--- src/rtl/store_buffer.sv ---
// In-order store queue feeding the processor store port (S / data_addr_in / data_in).
// Define STORE_BUF_FWD_EN to enable youngest-match load forwarding (ld_hit / ld_data).
module store_buffer #(
  parameter int DEPTH = 4,
  parameter int AW    = 32,
  parameter int DW    = 32
) (
  input  logic                     clk,
  input  logic                     reset,
  input  logic                     in_valid,
  output logic                     in_ready,
  input  logic [AW-1:0]            in_addr,
  input  logic [DW-1:0]            in_data,
  input  logic                     E,
  input  logic                     flush,
  output logic                     S,
  output logic [AW-1:0]            data_addr_in,
  output logic [DW-1:0]            data_in,
  output logic [$clog2(DEPTH):0]   count,
  output logic                     align_err,
  input  logic [AW-1:0]            ld_addr,
  output logic                     ld_hit,
  output logic [DW-1:0]            ld_data
);

  localparam int PW = $clog2(DEPTH);
  localparam int CW = PW + 1;

  logic [AW-1:0] addr_mem [DEPTH];
  logic [DW-1:0] data_mem [DEPTH];
  logic [PW-1:0] wr_ptr;
  logic [PW-1:0] rd_ptr;
  logic          accept;
  logic          misaligned;
  logic          push;
  logic          pop;

  assign in_ready   = (count != CW'(DEPTH)) && !flush;
  assign accept     = in_valid && in_ready;
  assign misaligned = (in_addr[1:0] != 2'b00);
  assign push       = accept && !misaligned;
  assign pop        = (count != '0) && !E && !flush;

  always_ff @(posedge clk) begin
    if (push) begin
      addr_mem[wr_ptr] <= in_addr;
      data_mem[wr_ptr] <= in_data;
    end
  end

  always_ff @(posedge clk or negedge reset) begin
    if (!reset) begin
      wr_ptr       <= '0;
      rd_ptr       <= '0;
      count        <= '0;
      S            <= 1'b0;
      data_addr_in <= '0;
      data_in      <= '0;
    end else if (flush) begin
      wr_ptr <= '0;
      rd_ptr <= '0;
      count  <= '0;
      S      <= 1'b0;
    end else begin
      if (push) begin
        wr_ptr <= wr_ptr + 1'b1;
      end
      if (pop) begin
        rd_ptr       <= rd_ptr + 1'b1;
        data_addr_in <= addr_mem[rd_ptr];
        data_in      <= data_mem[rd_ptr];
        S            <= 1'b1;
      end else begin
        S <= 1'b0;
      end
      case ({push, pop})
        2'b10:   count <= count + 1'b1;
        2'b01:   count <= count - 1'b1;
        default: count <= count;
      endcase
    end
  end

  always_ff @(posedge clk or negedge reset) begin
    if (!reset) begin
      align_err <= 1'b0;
    end else if (accept && misaligned) begin
      align_err <= 1'b1;
    end
  end

`ifdef STORE_BUF_FWD_EN
  logic [PW-1:0] idx;

  // Walk oldest to youngest so the last match found is the youngest entry.
  always_comb begin
    ld_hit  = 1'b0;
    ld_data = '0;
    idx     = '0;
    for (int unsigned i = 0; i < DEPTH; i++) begin
      idx = rd_ptr + PW'(i);
      if ((CW'(i) < count) && (addr_mem[idx] == ld_addr)) begin
        ld_hit  = 1'b1;
        ld_data = data_mem[idx];
      end
    end
  end
`else
  logic unused_ld;

  assign unused_ld = ^ld_addr;
  assign ld_hit    = 1'b0;
  assign ld_data   = '0;
`endif

endmodule

--- config.mk ---
export PLATFORM = sky130hd
export DESIGN_NAME = store_buffer
export DESIGN_NICKNAME = d
export VERILOG_FILES = /design/src/rtl/store_buffer.sv
export SDC_FILE = /design/constraint.sdc
export NUM_CORES = 1
export LEC_CHECK = 0
export ABC_AREA = 1
export BUFFER_PORTS_ARGS = -buffer_cell sky130_fd_sc_hd__buf_2
export CORE_MARGIN = 5
export CORE_UTILIZATION = 55
export CTS_CLUSTER_SIZE = 8
export DETAILED_ROUTE_END_ITERATION = 16
export GPL_TIMING_DRIVEN = 0
export PLACE_DENSITY = 0.81
export SYNTH_ARGS = -nofsm -noshare
export SYNTH_HDL_FRONTEND = slang
export SYNTH_SLANG_ARGS = --single-unit
--- constraint.sdc ---
create_clock -name clk -period 5.7 [get_ports clk]
set_input_delay 1.425 -clock clk [delete_from_list [all_inputs] [get_ports clk]]
set_output_delay 1.425 -clock clk [all_outputs]
set_load 0.05 [all_outputs]
======== Word-level counts from Yosys, hierarchy flattened ========
Memory sizes are Yosys's and may differ from the RTL's. A register that Yosys moved wholly into a read port is not among the register bits.
Cells that the tools add are included.
cells by class
  bitwise operators ....................... 1
  multiplexer cells ....................... 10
  div/mod/pow operators ................... 0
  multiply operators ...................... 0
  equality and inequality tests ........... 3
  shifts and indexed selects .............. 0
  add/sub/neg operators ................... 4
  reduce and logical (&&, ||, !) cells .... 17
  order comparisons ....................... 0
operators with widths
  kind                                              count
  2-to-1 mux 2 bit                                  4
  logical AND 1 bit                                 6
  one-hot mux 3 bit (2 select lines)                1
  nonzero test 2 bit                                3
  nonzero test 3 bit                                2
  zero test 1 bit                                   5
  adder 2 x 1 -> 2 bit, second input constant       2
  2-to-1 mux 1 bit                                  4
  adder 3 x 1 -> 3 bit, second input constant       1
  2-to-1 mux 3 bit                                  1
  != test 3 bit, second input constant              1
  subtractor 3 x 1 -> 3 bit, second input constant  1
  == test 2 x 1 -> 1 bit, second input constant     1
  == test 2 bit, second input constant              1
  AND reduction 2 bit                               1
  NOT 1 bit                                         1
storage, ports and cells
  ROM bits ................................ 0
  RAM bits ................................ 256
  bits in latches ......................... 0
  output and inout port bits .............. 103
  word-level logic and storage cells ...... 42
  memories kept ........................... 2
  bits of input ports ..................... 101
  flip-flop bits (word level) ............. 9
memories
  name      words  bits a word  read ports  clocked after memory_dff  write ports  line  text
  addr_mem  4      32           1           1                         1            29    logic [AW-1:0] addr_mem [DEPTH];
  data_mem  4      32           1           1                         1            30    logic [DW-1:0] data_mem [DEPTH];

======== Longest topological paths before layout ========
Gate-level depths: netlist (run 1).
  depth in word-level cells ............... 7
  gate-level depth with buffers ........... 13

======== Worst setup path before layout (run 1) ========
No wires, ideal clock.
  path type ............................... input to register
  start ................................... input port in_addr[1]
  end ..................................... memory addr_mem[0][0], enable pin
  arrival ................................. 4.509 ns
  setup slack ............................. 0.704 ns
  stages on the path ...................... 3
  buffers on the path ..................... 0
  path through ............................ nor2_1 nand4_2 nor2_1
on the way
  longest elaborated chain between the ends .. 5
RTL lines
  what                                    line  text
  start, declared                         12    input logic [AW-1:0] in_addr,
  nonzero test 2 bit                      40    assign misaligned = (in_addr[1:0] != 2'b00);
  zero test 1 bit                         41    assign push = accept && !misaligned;
  logical AND 1 bit                       41
  2-to-1 mux 1 bit                        45    if (push) begin
  2-to-1 mux 1 bit (implied by the code)  46    addr_mem[wr_ptr] <= in_addr;
  end, declared                           29
Every way passes these cells.

======== Final worst setup path (run 1) ========
  start ................................... input port flush
  end ..................................... output port in_ready
on the way
  longest elaborated chain between the ends .. 2
RTL lines
  what               line  text
  start, declared    15    input logic flush,
  zero test 1 bit    38    assign in_ready = (count != CW'(DEPTH)) && !flush;
  logical AND 1 bit  38
  end, declared      11    output logic in_ready,
Every way passes these cells.

==> results.yml, run 1 <==
outcome:
  outcome: "completed"
floorplan:
  core-area_um2: 22710
  die_h_um: 162.2
  dieArea_um2: 26300
  core.rowCount: 55
  die_width_um: 162.2
  effective_utilization_at_floorplan_pct: 56.08
  io-pin-count: 204
drt:
  route.top_layer_used: "met5"
  met1_length_mm: 11.89
  detailedRoute.firstIterationViolations: 905
  postRouteAntennaNets: 0
  detail_route.wl_per_cell_um: 19.27
  drc: 0
  routed-via-count: 8454
  drt_first_pass_iters: 5
  dr_wl_met2_mm: 14.91
  detail_route.vias_per_cell: 5.461
  totalWireLength_mm: 29.83
  met3_length_mm: 2.330
sta:
  period_minus_ws_final_ns: 3.476
  min_period_over_period_pct: 60.98
  report.final.hold_viol_count: 0
  setup_repair_after_global_routing_missed_its_margin: "false"
  slew_headroom_pct: 45.94
  finClkSkew_ns: 0.01925
  timing.fmax_mhz: 287.7
  worstMarginPinSlew_ns: 0.8090
  fin_ws_ns: 2.224
  hold_slack_ns: 0.4699
  report.final.slew_viol_count: 0
  setup_viol_count_final: 0
clock_tree:
  htree_levels: 2
  clock_tree_from_tritoncts: "done"
  worstSkewPairLatency_ns: 0.53
  tritoncts.num_buffers: 47
  clk_transition_reported_paths_ns: 0.05
  cts_root_buf: "sky130_fd_sc_hd__clkbuf_16"
  cts_post_setup_buffers_inserted: 0
  postCtsResizedCells: 0
  holdBufCountCts: 0
  clockBufferDepth: 3
  tritoncts_num_sinks: 329
logic_synthesis:
  synth_seq_area_share_pct: 74.70
  synthesis.yosys.warnings: 0
  async_set_or_reset_register_ratio_after_synthesis_pct: 22.19
  synth_area_leader_cell: "sky130_fd_sc_hd__edfxtp_1"
  synth_area_per_cell_um2: 12.83
  postSynthCellCount: 993
  netlist-cell-type-count: 29
  synth_edf_count: 256
  mappedNetlistArea_um2: 12740
  postSynthRegisterBits: 329
  synth.top_cell.area_share_pct: 60.36
  synth_area_leaders: "sky130_fd_sc_hd__edfxtp_1, sky130_fd_sc_hd__dfrtp_1, sky130_fd_sc_hd__nand2_1, sky130_fd_sc_hd__nor2_1, sky130_fd_sc_hd__o21ai_0"
  main_synth_ff_type: "sky130_fd_sc_hd__edfxtp_1"
place:
  place.gp.congestion: 0.7518
  place_ws_ns: 2.191
  detailed_place.area_um2: 14150
  portBuffers: 138
  detailedPlacementHpwl_mm: 18.71
critical_path:
  worst_path_largest_cell_delay_ns: 0.30
  cp-end-kind: "output port"
  crit_path_required_time_ns: 4.28
  regToRegSetupSlack_ns: 3.42
  cp_max_fo: 4
  timing.setup.critical_path_class: "primary input to output port"
  worst_path_most_repeated_cell: "sky130_fd_sc_hd__buf_2"
  worstPathBufferInverterCount: 2
  critical_path.top_delay_family: "buffers and inverters"
  crit_chain: "buf_2, a21oi_1, buf_2"
  timing.critical_path.arrival_ns: 2.05
  setup.worst_path.start_class: "primary input"
  worst_path_max_delay_cell: "sky130_fd_sc_hd__buf_2"
pwr:
  power_leakage_nw: 6.308
  comb_power_share_pct: 23.6
  sw_frac_of_total_pct: 33.24
  powerDensity_nw_per_um2: 461.3
  pwr-share-seq_pct: 41.1
  worst_ir_drop_vdd_v: 0.0003390
  clockPowerShare_pct: 35.2
  power.internal_mw: 4.781
  power.switching_mw: 2.381
grt:
  first_global_vias: 8470
  pin_count_of_the_biggest_net_entering_global_routing: 43
  grt_overflow_total: 0
  grt_first_pass_wirelength_mm: 45.98
  grt_use_total_pct: 22.42
  number_of_antenna_violations_at_the_first_check_in_global_routing: 7
layout:
  layout.cells.most_common: "sky130_fd_sc_hd__edfxtp_1"
  drive_above_1_share_pct: 22.00
  synthToLayoutAreaGrowth_pct: 21.91
  final_design_area_no_fill_um2: 15530
  layout_common_cells: "sky130_fd_sc_hd__edfxtp_1, sky130_fd_sc_hd__nand2_1, sky130_fd_sc_hd__buf_2"
  nets: 1327
  final_util_pct: 68.37
worst_hold_path:
  hold_path_class: "flop to flop"
run:
  maxCapViolations: 0
## layout make-up
| cell class | count | area, µm² |
|---|---|---|
| Antenna cell | 4 | 10.01 |
| Clock inverter | 3 | 33.78 |
| Sequential cell | 329 | 9514 |
| Clock buffer | 84 | 1336 |
| Inverter | 16 | 62.56 |
| Timing Repair Buffer | 147 | 903.4 |
| Tap cell | 285 | 356.6 |
| Multi-Input combinational cell | 592 | 2675 |
| Buffer | 88 | 634.4 |
| Fill cell | 1556 | 7183 |
## logic make-up (layout without fill, tap and decap cells)
kind of cell / Yosys count / after routing / synth area share, %
AO/OA/AOI/OAI: 198 / 198 / 8.429
XOR/XNOR: 1 / 1 / 0.06878
adder cells (fa/ha/maj): 5 / 5 / 0.5502
buffers and inverters: 104 / 338 / 5.472
flip-flops: 329 / 329 / 74.70
other: 1 / 37 / 0.02944
AND/OR/NAND/NOR: 355 / 355 / 10.75
## cells in the mapped netlist, types with 2 or more instances
master	instances
sky130_fd_sc_hd__a21oi_1	2
sky130_fd_sc_hd__buf_2	5
sky130_fd_sc_hd__buf_4	43
sky130_fd_sc_hd__buf_6	18
sky130_fd_sc_hd__clkbuf_1	21
sky130_fd_sc_hd__dfrtp_1	73
sky130_fd_sc_hd__edfxtp_1	256
sky130_fd_sc_hd__ha_1	4
sky130_fd_sc_hd__inv_1	12
sky130_fd_sc_hd__inv_2	2
sky130_fd_sc_hd__nand2_1	207
sky130_fd_sc_hd__nand2_2	2
sky130_fd_sc_hd__nand3_1	3
sky130_fd_sc_hd__nand4_1	3
sky130_fd_sc_hd__nor2_1	136
sky130_fd_sc_hd__o21ai_0	84
sky130_fd_sc_hd__o21ai_1	47
sky130_fd_sc_hd__o22ai_1	64
## power by group through the flow
stage                     Combinational, mW  Sequential, mW  Clock (mW)
after floorplan                       0.489            3.72           0
after global placement                 1.65            2.97           0
after detailed placement               1.69            2.98           0
after CTS                              1.70            2.95        2.54
after global routing                   1.80            2.97        2.68
final                                  1.69            2.95        2.52
## state kept, by name, summed over array words and instances (netlist names)
name / cells
wr_ptr: 2
count: 3
data_addr_in: 32
S: 1
data_mem: 128
rd_ptr: 2
align_err: 1
data_in: 32
addr_mem: 128
## routing by layer
metal / track usage [%] / vias up
li1: - / 3908
met3: 4.339 / 62
met5: 0 / -
met4: 7.343 / 8
met1: 28.99 / 4079
met2: 38.58 / 397
## worst paths after layout
check                                             start                            to  cells after the start
max                                               flush                      in_ready                      3
min                        data_addr_in[25]$_DFFE_PN0P_  data_addr_in[25]$_DFFE_PN0P_                      2
max reg2reg                        count[0]$_DFFE_PN0P_     addr_mem[3][15]$_DFFE_PP_                      5
min reg2reg                data_addr_in[25]$_DFFE_PN0P_  data_addr_in[25]$_DFFE_PN0P_                      2
max in group asynchronous                         reset  data_addr_in[13]$_DFFE_PN0P_                      2
min in group asynchronous                         reset       data_in[28]$_DFFE_PN0P_                      1
## tightest hold or removal path, delay by kind of cell, from the launching register on
| family | cells | cell delay (ns) |
|---|---|---|
| simple gates | 2 | 0.10 |
| flops | 1 | 0.33 |
## stage by stage
step / total power [mW] / std cells / setup TNS (ns)
floorplan: 4.211 / 1025 / 0
global placement: 4.628 / 1448 / -383.37
detailed placement: 4.669 / 1457 / 0
CTS: 7.190 / 1544 / 0
global route: 7.444 / 1547 / 0
finish: 7.162 / 1548 / 0
No activity file was read; power rests on OpenSTA's default activity.
==> run 2: changes to the inputs <==
==> constraint.sdc (replaced) <==
create_clock -name clk -period 3.2 [get_ports clk]
set_input_delay 0.8 -clock clk [delete_from_list [all_inputs] [get_ports clk]]
set_output_delay 0.8 -clock clk [all_outputs]
set_load 0.05 [all_outputs]
==> run 2 against run 1 <==
Effect of this change:
- global-route usage decreased by 0.64 points
- power increased by 78%
- core utilization is 0.10 points lower
- worst setup slack got worse by 1.6 ns
- critical endpoint is now count[2]$_DFFE_PN0P_
==> results.yml, run 2 (synthesized netlist as in run 1, its figures left out) <==
critical_path:
  cp_max_fo: 7
  worst_path_most_repeated_cell: "sky130_fd_sc_hd__nand2_1"
  timing.setup.critical_path_class: "primary input to flop"
  timing.critical_path.arrival_ns: 2.95
  worst_path_largest_cell_delay_ns: 0.39
  worst_path_max_delay_cell: "sky130_fd_sc_hd__fa_1"
  cp-end-kind: "flop"
  crit_chain: "buf_2, nor2_1, nand4_2, nand2_1, inv_1, fa_1, xnor2_1, inv_1, nand2_1, nand2_1, nand2_1, nand2_1"
  crit_path_required_time_ns: 3.62
  setup.worst_path.start_class: "primary input"
sta:
  period_minus_ws_final_ns: 2.527
  report.final.slew_viol_count: 0
  report.final.hold_viol_count: 0
  setup_repair_after_global_routing_missed_its_margin: "false"
  worstMarginPinSlew_ns: 0.5879
  timing.fmax_mhz: 395.7
  slew_headroom_pct: 60.80
  min_period_over_period_pct: 78.98
  setup_viol_count_final: 0
  fin_ws_ns: 0.6725
  finClkSkew_ns: 0.02320
layout:
  finalNonFillerCells: 1546
  layout.cells.most_common: "sky130_fd_sc_hd__edfxtp_1"
  layout_common_cells: "sky130_fd_sc_hd__edfxtp_1, sky130_fd_sc_hd__nand2_1, sky130_fd_sc_hd__buf_2"
  top_flop_regs: "addr_mem x128, data_mem x128"
  synthToLayoutAreaGrowth_pct: 21.72
  final_design_area_no_fill_um2: 15500
  final_util_pct: 68.26
  nets: 1327
  layout_filler_cell_count: 1563
  drive_above_1_share_pct: 21.98
clock_tree:
  postCtsResizedCells: 0
  holdBufCountCts: 0
  worstSkewPairLatency_ns: 0.54
  clk_transition_reported_paths_ns: 0.05
  cts_post_setup_buffers_inserted: 0
  clock_tree_from_tritoncts: "done"
  cts_root_buf: "sky130_fd_sc_hd__clkbuf_16"
  tritoncts.num_buffers: 47
  clockBufferDepth: 3
  tritoncts_num_sinks: 329
  htree_levels: 2
worst_hold_path:
  hold_path_class: "primary input to asynchronous set/reset pin"
pwr:
  worst_ir_drop_vdd_v: 0.0005812
  powerDensity_nw_per_um2: 820.1
  power_leakage_nw: 6.299
run:
  maxCapViolations: 0
drt:
  routed-via-count: 8317
  postRouteAntennaNets: 0
  drt_first_pass_iters: 5
  detail_route.vias_per_cell: 5.380
  drc: 0
  detail_route.wl_per_cell_um: 18.53
  totalWireLength_mm: 28.64
  detailedRoute.firstIterationViolations: 739
grt:
  first_global_vias: 8446
  grt_first_pass_wirelength_mm: 44.94
  grt_overflow_total: 0
  pin_count_of_the_biggest_net_entering_global_routing: 42
  number_of_antenna_violations_at_the_first_check_in_global_routing: 4
  grt_use_total_pct: 21.78
floorplan:
  core.rowCount: 55
  effective_utilization_at_floorplan_pct: 56.08
  die_width_um: 162.2
  dieArea_um2: 26300
  die_h_um: 162.2
  io-pin-count: 204
  core-area_um2: 22710
place:
  detailedPlacementHpwl_mm: 18.03
  detailed_place.area_um2: 14120
  place.gp.congestion: 0.7794
  place_ws_ns: 0.3179
  placedCellCount: 1457
  portBuffers: 138
outcome:
  outcome: "completed"
==> run 2: cell types whose count changed in the layout (fill, tap and decap cells not counted), sizes merged <==
| cell | delta |
|---|---|
| diode | -3 |
| clkinv | +1 |
==> run 2: worst paths after layout <==
kind / start / end / slack [ns] / cells after the start
setup / recovery: in_addr[1] / count[2]$_DFFE_PN0P_ / 0.67 / 12
hold / removal: reset / data_in[4]$_DFFE_PN0P_ / 0.23 / 1
setup reg to reg: count[0]$_DFFE_PN0P_ / count[2]$_DFFE_PN0P_ / 0.69 / 12
hold reg to reg: data_addr_in[12]$_DFFE_PN0P_ / data_addr_in[12]$_DFFE_PN0P_ / 0.47 / 2
max in group asynchronous: reset / data_in[23]$_DFFE_PN0P_ / 2.37 / 2
min in group clk: in_addr[2] / addr_mem[0][2]$_DFFE_PP_ / 0.47 / 1
==> run 2: through the flow <==
| step | setup TNS [ns] | hold WS [ns] | total power, mW |
|---|---|---|---|
| after floorplan | -36.99 | 0.5044 | 7.500 |
| after global placement | -409.91 | 0.4552 | 8.230 |
| after detailed placement | 0 | 0.4596 | 8.302 |
| after CTS | 0 | 0.2378 | 12.79 |
| after global routing | 0 | 0.2508 | 13.23 |
| final | 0 | 0.2315 | 12.71 |
==> run 2: final cells by class <==
type / instances / area, µm² / area share [%]
diodes: 1 / 2.502 / 0.01614
flip-flops and latches: 329 / 9514 / 61.37
inverters: 16 / 62.56 / 0.4036
well taps: 285 / 356.6 / 2.300
repair buffers: 147 / 880.8 / 5.682
clock inverters: 4 / 61.31 / 0.3955
multi-input cells: 592 / 2675 / 17.26
clock buffers: 84 / 1315 / 8.483
plain buffers: 88 / 634.4 / 4.092
==> run 2: per-layer routing <==
metal	up-vias	global-route usage, %	wire length, µm
met4	6	6.613	641
met3	60	4.491	2221
met2	353	36.36	14010
met1	3986	29.25	11720
li1	3912	-	-
met5	-	0	41
==> run 2: power breakdown <==
| part | leakage (nW) | switching [mW] | internal [mW] |
|---|---|---|---|
| Clock | 0.651 | 1.72 | 2.77 |
| Combinational | 2.42 | 2.29 | 0.696 |
| Sequential | 3.22 | 0.219 | 5.02 |
==> run 2: worst max-delay path, delay by kind of cell <==
family	cells	cell delay, ns
adders and majority gates	1	0.39
xor gates and xnor gates	1	0.27
and+or+nand+nor	7	1.20
buffers and inverters	3	0.30
